File: src/rtl/uart_rx.sv
`default_nettype none
// ============================================================================
//  Module   : uart_rx
//  Purpose  : Oversampling UART receiver. Synchronises the serial line,
//             qualifies the start bit, majority-votes three mid-bit samples,
//             assembles LSB-first data, checks optional parity and the stop
//             bit, and emits a one-cycle status pulse per frame.
//  Ports    : clk        - oversampling clock (Prescale clocks per bit)
//             rst_n      - asynchronous active-low reset
//             RX_IN      - serial line, idle high, asynchronous
//             Prescale   - oversampling ratio (8, 16 or 32)
//             PAR_EN     - frame carries a parity bit
//             PAR_TYP    - 0 even parity, 1 odd parity
//             P_DATA     - last good data word, held between good frames
//             Data_Valid - pulse: frame received without error
//             Par_Err    - pulse: parity mismatch
//             Stp_Err    - pulse: stop bit sampled low
//  Revision : 1.0 - initial release
// ============================================================================
module uart_rx #(
    parameter int DATA_WIDTH = 8
) (
    input  logic                  clk,
    input  logic                  rst_n,
    input  logic                  RX_IN,
    input  logic [5:0]            Prescale,
    input  logic                  PAR_EN,
    input  logic                  PAR_TYP,
    output logic [DATA_WIDTH-1:0] P_DATA,
    output logic                  Data_Valid,
    output logic                  Par_Err,
    output logic                  Stp_Err
);

    localparam int BCW = (DATA_WIDTH > 1) ? $clog2(DATA_WIDTH) : 1;

    localparam logic [2:0] S_IDLE   = 3'd0;
    localparam logic [2:0] S_START  = 3'd1;
    localparam logic [2:0] S_DATA   = 3'd2;
    localparam logic [2:0] S_PARITY = 3'd3;
    localparam logic [2:0] S_STOP   = 3'd4;

    // Line synchroniser
    logic                  sync1_q;
    logic                  rx_s_q;

    // Frame state
    logic [2:0]            state_q,     state_d;
    logic [5:0]            edge_cnt_q,  edge_cnt_d;
    logic [BCW-1:0]        bit_cnt_q,   bit_cnt_d;
    logic [5:0]            prescale_q,  prescale_d;
    logic                  par_en_q,    par_en_d;
    logic                  par_typ_q,   par_typ_d;
    logic                  samp0_q,     samp0_d;
    logic                  samp1_q,     samp1_d;
    logic                  maj_q,       maj_d;
    logic                  par_bad_q,   par_bad_d;
    logic [DATA_WIDTH-1:0] shreg_q,     shreg_d;

    // Outputs
    logic [DATA_WIDTH-1:0] p_data_q,    p_data_d;
    logic                  dv_q,        dv_d;
    logic                  perr_q,      perr_d;
    logic                  serr_q,      serr_d;

    // Sample points within a bit, all relative to the captured ratio
    logic [5:0] w_half;
    logic [5:0] w_smp0;
    logic [5:0] w_smp2;
    logic [5:0] w_eval;
    logic [5:0] w_last;
    logic       w_at_eval;
    logic       w_at_last;
    logic       w_maj3;
    logic       w_bad_par;

    assign w_half    = prescale_q >> 1;
    assign w_smp0    = w_half - 6'd1;
    assign w_smp2    = w_half + 6'd1;
    assign w_eval    = w_half + 6'd2;
    assign w_last    = prescale_q - 6'd1;
    assign w_at_eval = (edge_cnt_q == w_eval);
    assign w_at_last = (edge_cnt_q == w_last);
    // Third sample is the live line value at P/2+1
    assign w_maj3    = (samp0_q & samp1_q) | (samp0_q & rx_s_q) | (samp1_q & rx_s_q);
    assign w_bad_par = par_en_q & par_bad_q;

    always_comb begin
        state_d    = state_q;
        edge_cnt_d = edge_cnt_q;
        bit_cnt_d  = bit_cnt_q;
        prescale_d = prescale_q;
        par_en_d   = par_en_q;
        par_typ_d  = par_typ_q;
        samp0_d    = samp0_q;
        samp1_d    = samp1_q;
        maj_d      = maj_q;
        par_bad_d  = par_bad_q;
        shreg_d    = shreg_q;
        p_data_d   = p_data_q;
        dv_d       = 1'b0;
        perr_d     = 1'b0;
        serr_d     = 1'b0;

        if (state_q != S_IDLE) begin
            edge_cnt_d = w_at_last ? 6'd0 : edge_cnt_q + 6'd1;
            if (edge_cnt_q == w_smp0) samp0_d = rx_s_q;
            if (edge_cnt_q == w_half) samp1_d = rx_s_q;
            if (edge_cnt_q == w_smp2) maj_d   = w_maj3;
        end

        case (state_q)
            S_IDLE: begin
                edge_cnt_d = 6'd0;
                bit_cnt_d  = '0;
                if (!rx_s_q) begin
                    // The detection cycle itself is edge 0 of the start bit
                    state_d    = S_START;
                    edge_cnt_d = 6'd1;
                    prescale_d = Prescale;
                    par_en_d   = PAR_EN;
                    par_typ_d  = PAR_TYP;
                    par_bad_d  = 1'b0;
                end
            end
            S_START: begin
                if (w_at_eval && maj_q) begin
                    // Start bit did not hold low through mid-bit: a glitch
                    state_d    = S_IDLE;
                    edge_cnt_d = 6'd0;
                end else if (w_at_last) begin
                    state_d   = S_DATA;
                    bit_cnt_d = '0;
                end
            end
            S_DATA: begin
                if (w_at_eval) begin
                    for (int i = 0; i < DATA_WIDTH; i++) begin
                        if (bit_cnt_q == BCW'(i)) shreg_d[i] = maj_q;
                    end
                end
                if (w_at_last) begin
                    if (bit_cnt_q == BCW'(DATA_WIDTH - 1)) begin
                        bit_cnt_d = '0;
                        state_d   = par_en_q ? S_PARITY : S_STOP;
                    end else begin
                        bit_cnt_d = bit_cnt_q + 1'b1;
                    end
                end
            end
            S_PARITY: begin
                // Expected bit is XOR of data, inverted for odd parity
                if (w_at_eval) par_bad_d = maj_q ^ (^shreg_q) ^ par_typ_q;
                if (w_at_last) state_d = S_STOP;
            end
            S_STOP: begin
                // Leave mid stop bit so a following start edge is not missed
                if (w_at_eval) begin
                    serr_d     = ~maj_q;
                    perr_d     = w_bad_par;
                    dv_d       = maj_q & ~w_bad_par;
                    if (maj_q && !w_bad_par) p_data_d = shreg_q;
                    state_d    = S_IDLE;
                    edge_cnt_d = 6'd0;
                end
            end
            default: begin
                state_d    = S_IDLE;
                edge_cnt_d = 6'd0;
            end
        endcase
    end

    always_ff @(posedge clk or negedge rst_n) begin
        if (!rst_n) begin
            sync1_q    <= 1'b1;
            rx_s_q     <= 1'b1;
            state_q    <= S_IDLE;
            edge_cnt_q <= 6'd0;
            bit_cnt_q  <= '0;
            prescale_q <= 6'd0;
            par_en_q   <= 1'b0;
            par_typ_q  <= 1'b0;
            samp0_q    <= 1'b1;
            samp1_q    <= 1'b1;
            maj_q      <= 1'b1;
            par_bad_q  <= 1'b0;
            shreg_q    <= '0;
            p_data_q   <= '0;
            dv_q       <= 1'b0;
            perr_q     <= 1'b0;
            serr_q     <= 1'b0;
        end else begin
            sync1_q    <= RX_IN;
            rx_s_q     <= sync1_q;
            state_q    <= state_d;
            edge_cnt_q <= edge_cnt_d;
            bit_cnt_q  <= bit_cnt_d;
            prescale_q <= prescale_d;
            par_en_q   <= par_en_d;
            par_typ_q  <= par_typ_d;
            samp0_q    <= samp0_d;
            samp1_q    <= samp1_d;
            maj_q      <= maj_d;
            par_bad_q  <= par_bad_d;
            shreg_q    <= shreg_d;
            p_data_q   <= p_data_d;
            dv_q       <= dv_d;
            perr_q     <= perr_d;
            serr_q     <= serr_d;
        end
    end

    assign P_DATA     = p_data_q;
    assign Data_Valid = dv_q;
    assign Par_Err    = perr_q;
    assign Stp_Err    = serr_q;

endmodule
`default_nettype wire

File: config.mk
export PLATFORM = sky130hd
export DESIGN_NAME = uart_rx
export DESIGN_NICKNAME = d
export VERILOG_FILES = /design/src/rtl/uart_rx.sv
export SDC_FILE = /design/constraint.sdc
export NUM_CORES = 1
export LEC_CHECK = 0
export CORE_ASPECT_RATIO = 0.75
export CORE_MARGIN = 2
export CORE_UTILIZATION = 60
export DETAILED_ROUTE_END_ITERATION = 10
export GPL_ROUTABILITY_DRIVEN = 0
export PLACE_DENSITY = 0.89
export REMOVE_ABC_BUFFERS = 1
export SETUP_SLACK_MARGIN = 0.02
export SYNTH_ARGS = -nofsm -noshare
export SYNTH_HDL_FRONTEND = slang
export SYNTH_SLANG_ARGS = --single-unit
File: constraint.sdc
create_clock -name clk -period 7.52 [get_ports clk]
set_clock_uncertainty 0.2 [all_clocks]
set_input_delay 1.504 -clock clk [delete_from_list [all_inputs] [get_ports clk]]
set_output_delay 1.504 -clock clk [all_outputs]
set_load 0.02 [all_outputs]
==> Word-level counts from Yosys, hierarchy flattened <==
Cells that the tools add are included.
Widths: inputs -> output; s select.
{ "totals": {"reg_bits": 45, "in_bits": 11} }
{ "op_classes": {"add_sub_neg": 6, "eq_ne": 25, "muxes": 29, "bitwise": 12, "reduce_logical": 26} }
{ "op_table": {"columns": ["operator", "n"], "rows": [
  ["$mux 3", 12],
  ["$reduce_and 3->1", 10],
  ["$eq 6x6->1", 4],
  ["$mux 6", 4],
  ["$pmux 6 s4", 1],
  ["$ne 2x2->1 const B", 8],
  ["$eq 3x3->1 const B", 5],
  ["$pmux 3 s5", 1],
  ["$eq 3x2->1 const B", 4],
  ["$mux 1", 9],
  ["$pmux 3 s3", 1],
  ["$reduce_and 2->1", 4],
  ["$reduce_xor 8->1", 1],
  ["$add 5x1->6 const B", 1],
  ["$add 5x2->6 const B", 1],
  ["$add 6x1->6 const B", 1],
  ["$eq 3x1->1 const B", 2],
  ["$eq 6x5->1", 1],
  ["$logic_not 3->1", 2],
  ["$reduce_and 6->1", 1],
  ["$reduce_bool 3->1", 2],
  ["$sub 5x1->6 const B", 1],
  ["$sub 6x1->6 const B", 1],
  ["$and 1x1->1", 5],
  ["other kinds (11)", 16]
]} }

==> Logic depth before layout (Yosys ltp) <==
Gate-level depths: netlist (run 1).
{ "depth": {"depth_word": 6, "depth_mapped": 9, "ltp_nobuf": 8} }

==> Least setup slack after synthesis (run 1) <==
No wires, ideal clock.
{ "synth_path": {"path_kind": "reg-to-reg", "start": "register prescale_q[3]", "end": "register shreg_q[0]", "t_arrival_ns": 2.127, "required_ns": 7.193, "setup_slack_ns": 5.065, "path_stages_with_launch": 9, "cell_sequence": "dfrtp_1 -> buf_2 -> inv_1 -> ha_1 -> xnor2_1 -> nand2_1 -> nor4b_4 -> nand3_1 -> mux2_1"} }
{ "synth_between": {"elab_chain_cells": 3} }
{ "synth_lines": {"columns": ["item", "line", "source"], "rows": [
  ["start, declared", "51", "logic [5:0] prescale_q, prescale_d;"],
  ["start signal, assigned", "199", "prescale_q <= prescale_d;"],
  ["$add 5x2->6", "80", "assign w_eval = w_half + 6'd2;"],
  ["$eq 6x6->1", "82", "assign w_at_eval = (edge_cnt_q == w_eval);"],
  ["$reduce_and 3->1 (no source line)", null, null],
  ["end signal, assigned", "206", "shreg_q <= shreg_d;"],
  ["end, declared", "58", "logic [DATA_WIDTH-1:0] shreg_q, shreg_d;"]
]} }
No other way between the ends.
A chain may end at the register's enable or synchronous reset.

==> Final worst setup path (run 1) <==
{ "layout_path": {"start": "register p_data_q[0], in the netlist P_DATA[0]", "end": "output port P_DATA[0]"} }
{ "layout_lines": {"columns": ["item", "line", "source"], "rows": [
  ["start, declared", "61", "logic [DATA_WIDTH-1:0] p_data_q, p_data_d;"],
  ["start signal, assigned", "207", "p_data_q <= p_data_d;"],
  ["end, declared", "29", "output logic [DATA_WIDTH-1:0] P_DATA,"]
]} }
No word-level cell between the ends.

==> results of run 1 <==
## layer usage
| layer | routed length (µm) | vias to the layer above |
|---|---|---|
| li1 | - | 960 |
| met1 | 2530 | 995 |
| met2 | 2520 | 100 |
| met3 | 468 | 17 |
| met4 | 140 | 0 |
| met5 | 0 | - |
## logic make-up (layout without fill, tap and decap cells)
group,after synthesis,after routing,share of synthesized area (%)
AO/OA/AOI/OAI,38,38,9.76
XOR/XNOR,31,31,10.2
adder cells (fa/ha/maj),15,15,6.75
buffers and inverters,25,42,4.01
flip-flops,45,45,41.3
multiplexers,25,25,10.2
AND/OR/NAND/NOR,87,87,17.9
## final cells by class
cell class	instances	area (µm²)
inverters	13	48.8
clock buffers	6	82.6
clock inverters	2	37.5
flip-flops and latches	45	1130
fillers	332	1360
multi-input cells	196	1500
repair buffers	21	205
well taps	57	71.3
## flip-flops by register name (all words and copies together), names as in the netlist, 3 cells and up
register and cells:
prescale_q 6, P_DATA 8, shreg_q 8, state_q 3, bit_cnt_q 3, edge_cnt_q 6
## worst reg2reg max path: stages (launching register included)
cell and delay [ps]:
dfrtp_1 610, inv_1 170, ha_1 240, a21boi_0 480
mux2_2 400, mux2i_1 130, o21ai_0 120, nand3_1 130
mux2_2 340
## cell usage in the layout (no fill, tap or decap), drive strengths merged, types with 6 or more instances in the layout
cell           synthesis  layout
mux2                  23      23
clkbuf                 8       6
nand2                 21      21
o21ai                 12      12
xnor2                 26      26
ha                    14      14
clkdlybuf4s50          0      20
a21oi                  7       7
nor2                  17      17
inv                   13      13
nand3                 13      13
dfrtp                 40      40
## synthesized netlist by cell type, types with 4 or more instances
cell type,n,area (µm²)
xor2_1,4,35.0
and2_1,5,31.3
ha_1,14,175
dfrtp_1,40,1000
nor2_1,17,63.8
nand2_1,21,78.8
xnor2_1,26,228
clkbuf_1,7,26.3
a21oi_1,6,30.0
mux2_1,8,90.1
nand4_1,4,25.0
inv_1,13,48.8
dfstp_2,5,131
mux2_2,15,169
o21ai_0,12,60.1
nand3_1,12,60.1
## power groups by stage
stage,Sequential (mW),Clock (mW),Combinational [mW]
2_1_floorplan,0.381,0,0.419
3_3_place_gp,0.406,0,0.492
3_5_place_dp,0.410,0,0.511
4_1_cts,0.406,0.193,0.524
5_1_grt,0.421,0.206,0.588
6_report,0.410,0.191,0.531
## per-stage QoR
step	util (%)	hold WS, ps
after floorplan	-	145
after global placement	66.6	146
after detailed placement	66.6	148
after CTS	69.3	160
after global routing	69.3	169
final	69.3	159
## path summary, 6_finish.rpt
path                                            to  cells after the start                       from  slack, ps
max in group asynchronous  edge_cnt_q[3]$_DFF_PN0_                      1                      rst_n       5360
max                                      P_DATA[0]                      1      P_DATA[0]$_DFFE_PN0P_       4550
max reg2reg                    samp0_q$_DFFE_PN1P_                      8  prescale_q[3]$_DFFE_PN0P_       4640
min                               rx_s_q$_DFF_PN1_                      0          sync1_q$_DFF_PN1_        160
min reg2reg                       rx_s_q$_DFF_PN1_                      0          sync1_q$_DFF_PN1_        160
min in group asynchronous   shreg_q[0]$_DFFE_PN0P_                      1                      rst_n       1160
==> results.yml, run 1 <==
logic_synthesis:
  ys_seq_area_share_pct: 41.3
  syn_avg_cell_area_um2: 10.3
  synth_flop_cell: "dfrtp_1"
  yosysWarnings: 0
  ys_ff_latch: 45
  async_reset_ff_share_pct: 100
  synth_cell_types: 53
  syn_inst: 266
  synth_area_mm2: 0.00274
  synth_edf_count: 0
critical_path:
  cp-end-kind: "primary output"
  crit_slowest_cell: "clkdlybuf4s50_1"
  path_cells: "clkdlybuf4s50_1"
  path_class: "reg -> out"
  cp_top_family: "buffers and inverters"
  cpPeakStageDelay_ps: 600
  start_kind: "flip-flop"
  crit_required_ps: 5820
  critPathBufInv: 1
  cp_data_arrival_time_ps: 1260
  path_max_fanout: 2
timing:
  setup_ws_ps: 4550
  finalSetupViolations: 0
  slew_violations: 0
  timing.setup.tns_ps: 0
  slew_headroom_pct: 27.6
  finalCritPeriodShare_pct: 39.4
  min_period_ps: 2970
  max_freq_mhz: 337
  hold_violations: 0
  max_slew.worst_pin.slew_ps: 1080
  rsz0062_at_grt: "no"
global_routing:
  grt_pass1_vias: 2009
  grt.overflow.total: 0
  grt_util_met3_pct: 5.06
  grt_max_degree: 46
  grt_util_met2_pct: 36.8
  grt_pass1_wl_um: 9850
  grt_usage_pct: 25.3
  grt_util_met1_pct: 37.9
  antenna_found_initial: 0
  busiest_layer: "met1"
finish:
  instances_no_fill: 340
  layout-drive-gt1-share_pct: 13.8
  nNetsFinal: 307
  stdcell_area_mm2: 0.00308
  syn_to_final_growth_pct: 12.2
  n_antenna_cell: 0
hold_path:
  min_path_type: "reg -> reg"
placement:
  portBuffers: 21
  dp_cells: 332
  pre_cts_ws_ps: 4720
  place_area_mm2: 0.00296
  dp_hpwl_um: 3980
routing:
  routed_via_density: 6.09
  drt-total-wl_um: 5660
  drt_iter0_markers: 347
  final_antenna_net_count: 0
  dr_total_vias: 2072
  wl_per_cell_um: 16.6
  dr.pass1.iters: 6
  drc_errors: 0
power:
  p_int_uw: 647
  p_leak_nw: 1.33
  comb_power_share_pct: 46.9
  ir_drop_v: 0.000256
  cellPowerDensity_mw_per_mm2: 368
  fin_total_pwr_mw: 1.13
  pwr-share-seq_pct: 36.2
  power.switching_uw: 484
  power_frac_clock_pct: 16.9
  p_sw_share_pct: 42.8
clocking:
  cts.sinks: 45
  clkLatencyLatePin_ps: 300
  cts_root_buf: "clkbuf_8"
  numCtsBuffers: 5
  postCtsSetupRepairBufs: 0
  hold_buffers: 0
  cts_max_path_buffers: 2
  path_clk_slew_ps: 90
  cts_resized: 0
  cts_tree: "done"
  htreeDepth: 2
die:
  die_w_um: 82.1
  rows: 21
  coreArea_mm2: 0.00444
  dieHeight_um: 62.6
  start_util_pct: 61.8
  io_pins: 22
  dieArea_mm2: 0.00514
outcome:
  status: "finished, final reports clean"
run:
  cap_violations: 0
Power figures use the tool's default switching activity.
==> run 2: changes to the inputs <==
--- a/config.mk
+++ b/config.mk
@@ -7,10 +7,10 @@
 export LEC_CHECK = 0
 export CORE_ASPECT_RATIO = 0.75
 export CORE_MARGIN = 2
-export CORE_UTILIZATION = 60
+export CORE_UTILIZATION = 58
 export DETAILED_ROUTE_END_ITERATION = 10
 export GPL_ROUTABILITY_DRIVEN = 0
-export PLACE_DENSITY = 0.89
+export PLACE_DENSITY = 0.87
 export REMOVE_ABC_BUFFERS = 1
 export SETUP_SLACK_MARGIN = 0.02
 export SYNTH_ARGS = -nofsm -noshare
==> constraint.sdc (replaced) <==
create_clock -name clk -period 2.85 [get_ports clk]
set_clock_uncertainty 0.2 [all_clocks]
set_input_delay 0.57 -clock clk [delete_from_list [all_inputs] [get_ports clk]]
set_output_delay 0.57 -clock clk [all_outputs]
set_load 0.02 [all_outputs]
==> run 2 against run 1 <==
Compared with the run above: count of clock-buffer cells in the layout stayed put; critical path depth is 6 higher; sequential power grew to 2.5 times the previous value; die area is 3.3% higher; power grew to 2.6 times the previous value; largest cell class unchanged.
==> results.yml, run 2 (synthesis gave the netlist of run 1 again) <==
outcome:
  status: "finished, final reports clean"
routing:
  routed_via_density: 5.99
  drc_errors: 0
  drt_iter0_markers: 241
  dr.pass1.iters: 4
  wl_per_cell_um: 16.7
  drt-total-wl_um: 5850
  dr_total_vias: 2102
  final_antenna_net_count: 0
finish:
  layout_commonest_cell: "dfrtp_1"
  fin_util_pct: 69.6
  layout-drive-gt1-share_pct: 17.3
  stdcell_area_mm2: 0.00314
  instances_no_fill: 351
  final_cell_mix: "dfrtp_1, xnor2_1, nand2_1"
  fillers: 339
  n_antenna_cell: 0
  syn_to_final_growth_pct: 14.6
  nNetsFinal: 318
timing:
  slew_violations: 0
  hold_violations: 0
  slew_headroom_pct: 37.3
  max_freq_mhz: 374
  timing.setup.tns_ps: 0
  max_slew.worst_pin.slew_ps: 941
  min_period_ps: 2680
  finalSetupViolations: 0
  finalCritPeriodShare_pct: 93.9
  rsz0062_at_grt: "no"
die:
  dieArea_mm2: 0.00530
  coreArea_mm2: 0.00452
  io_pins: 22
  rows: 21
  dieHeight_um: 63.6
  die_w_um: 83.4
  start_util_pct: 60.7
global_routing:
  antenna_found_initial: 0
  busiest_layer: "met2"
  grt_usage_pct: 23.8
  grt_max_degree: 45
  grt_util_met1_pct: 33.1
  grt_util_met3_pct: 5.77
  grt_util_met2_pct: 36.8
  grt_pass1_vias: 2071
  grt_pass1_wl_um: 10000
  grt.overflow.total: 0
critical_path:
  start_kind: "flip-flop"
  r2r-end: "edge_cnt_q[5]$_DFF_PN0_"
  reg2reg_depth: 7
  crit_required_ps: 2840
  cp_data_arrival_time_ps: 2660
  cp-end-kind: "flip-flop"
  path_max_fanout: 6
  path_class: "reg -> reg"
  r2r-start: "prescale_q[3]$_DFFE_PN0P_"
  reg2reg_slack_ps: 170
clocking:
  cts_tree: "done"
  htreeDepth: 2
  cts_max_path_buffers: 2
  path_clk_slew_ps: 80
  cts_root_buf: "clkbuf_8"
  clkLatencyLatePin_ps: 300
  cts.sinks: 45
  numCtsBuffers: 5
  hold_buffers: 0
power:
  comb_power_share_pct: 52.6
  pwr-share-seq_pct: 34.6
  fin_total_pwr_mw: 2.99
  p_int_mw: 1.68
  p_sw_share_pct: 43.9
  power.switching_mw: 1.31
  cellPowerDensity_mw_per_mm2: 951
  p_leak_nw: 1.39
  power_frac_clock_pct: 12.7
  ir_drop_v: 0.000637
placement:
  place_area_mm2: 0.00303
  portBuffers: 21
  dp_cells: 342
  dp_hpwl_um: 4210
hold_path:
  hp-start: "sync1_q$_DFF_PN1_"
  whs_path_depth: 0
  min_path_type: "reg -> reg"
  whs_endpoint: "rx_s_q$_DFF_PN1_"
run:
  cap_violations: 0
-- run 2: cell types whose count changed in the layout (fill, tap and decap cells not counted), sizes merged --
cell | previous run | this run
buf | 1 | 12
clkinvlp | 1 | 0
clkinv | 0 | 2
bufinv | 1 | 0
-- run 2: worst max-delay path by stage --
stage / from / endpoint / slack [ps] / cells past startpoint
after floorplan: prescale_q[3]$_DFFE_PN0P_ / P_DATA[0]$_DFFE_PN0P_ / 300 / 7
after global placement: prescale_q[1]$_DFFE_PN0P_ / bit_cnt_q[1]$_DFFE_PN0P_ / 280 / 8
after detailed placement: prescale_q[1]$_DFFE_PN0P_ / bit_cnt_q[2]$_DFFE_PN0P_ / 190 / 8
after CTS: prescale_q[3]$_DFFE_PN0P_ / shreg_q[4]$_DFFE_PN0P_ / 70 / 7
after global routing: prescale_q[3]$_DFFE_PN0P_ / edge_cnt_q[5]$_DFF_PN0_ / 30 / 7
final: prescale_q[3]$_DFFE_PN0P_ / edge_cnt_q[5]$_DFF_PN0_ / 170 / 7
-- run 2: area by class of cell --
type,instances,area [µm²],share of cell area (%)
Clock buffer,6,72.6,2.31
Clock inverter,2,10.0,0.318
Inverter,13,48.8,1.55
Multi-Input combinational cell,196,1520,48.4
Sequential cell,45,1130,36.0
Tap cell,57,71.3,2.27
Timing Repair Buffer,32,288,9.15
-- run 2: through the flow --
step / hold slack, ps / setup slack [ps]
after global placement: 146 / 281
after detailed placement: 149 / 193
after floorplan: 74.4 / 297
after global routing: 164 / 25.5
after CTS: 154 / 67.6
final: 154 / 175
-- run 2: metal layers --
layer  share of wire [%]  vias up
met2                  45       93
li1                    -      984
met4                 2.0        0
met1                  44     1009
met3                 8.3       16
met5                   0        -
-- run 2: repair_timing --
| action | CTS | global route |
|---|---|---|
| endpoints found under the setup margin | 0 | 20 |
| setup buffers | 0 | 1 |
| gates resized for setup | 0 | 3 |
-- run 2: critical path, stage by stage, from the launching register on --
cell     delay (ps)
dfrtp_1         490
inv_1           150
ha_1            320
xnor2_1         240
nand2_1         240
o41ai_1         480
a31oi_1         230
and2_1          210
-- run 2: power by group through the flow --
stage | Combinational, mW | Clock, mW | Sequential (mW)
finish | 1.57 | 0.381 | 1.04
floorplan | 1.11 | 0 | 1.01
global route | 1.73 | 0.412 | 1.06
CTS | 1.52 | 0.387 | 1.03
global placement | 1.43 | 0 | 1.02
detailed placement | 1.49 | 0 | 1.04
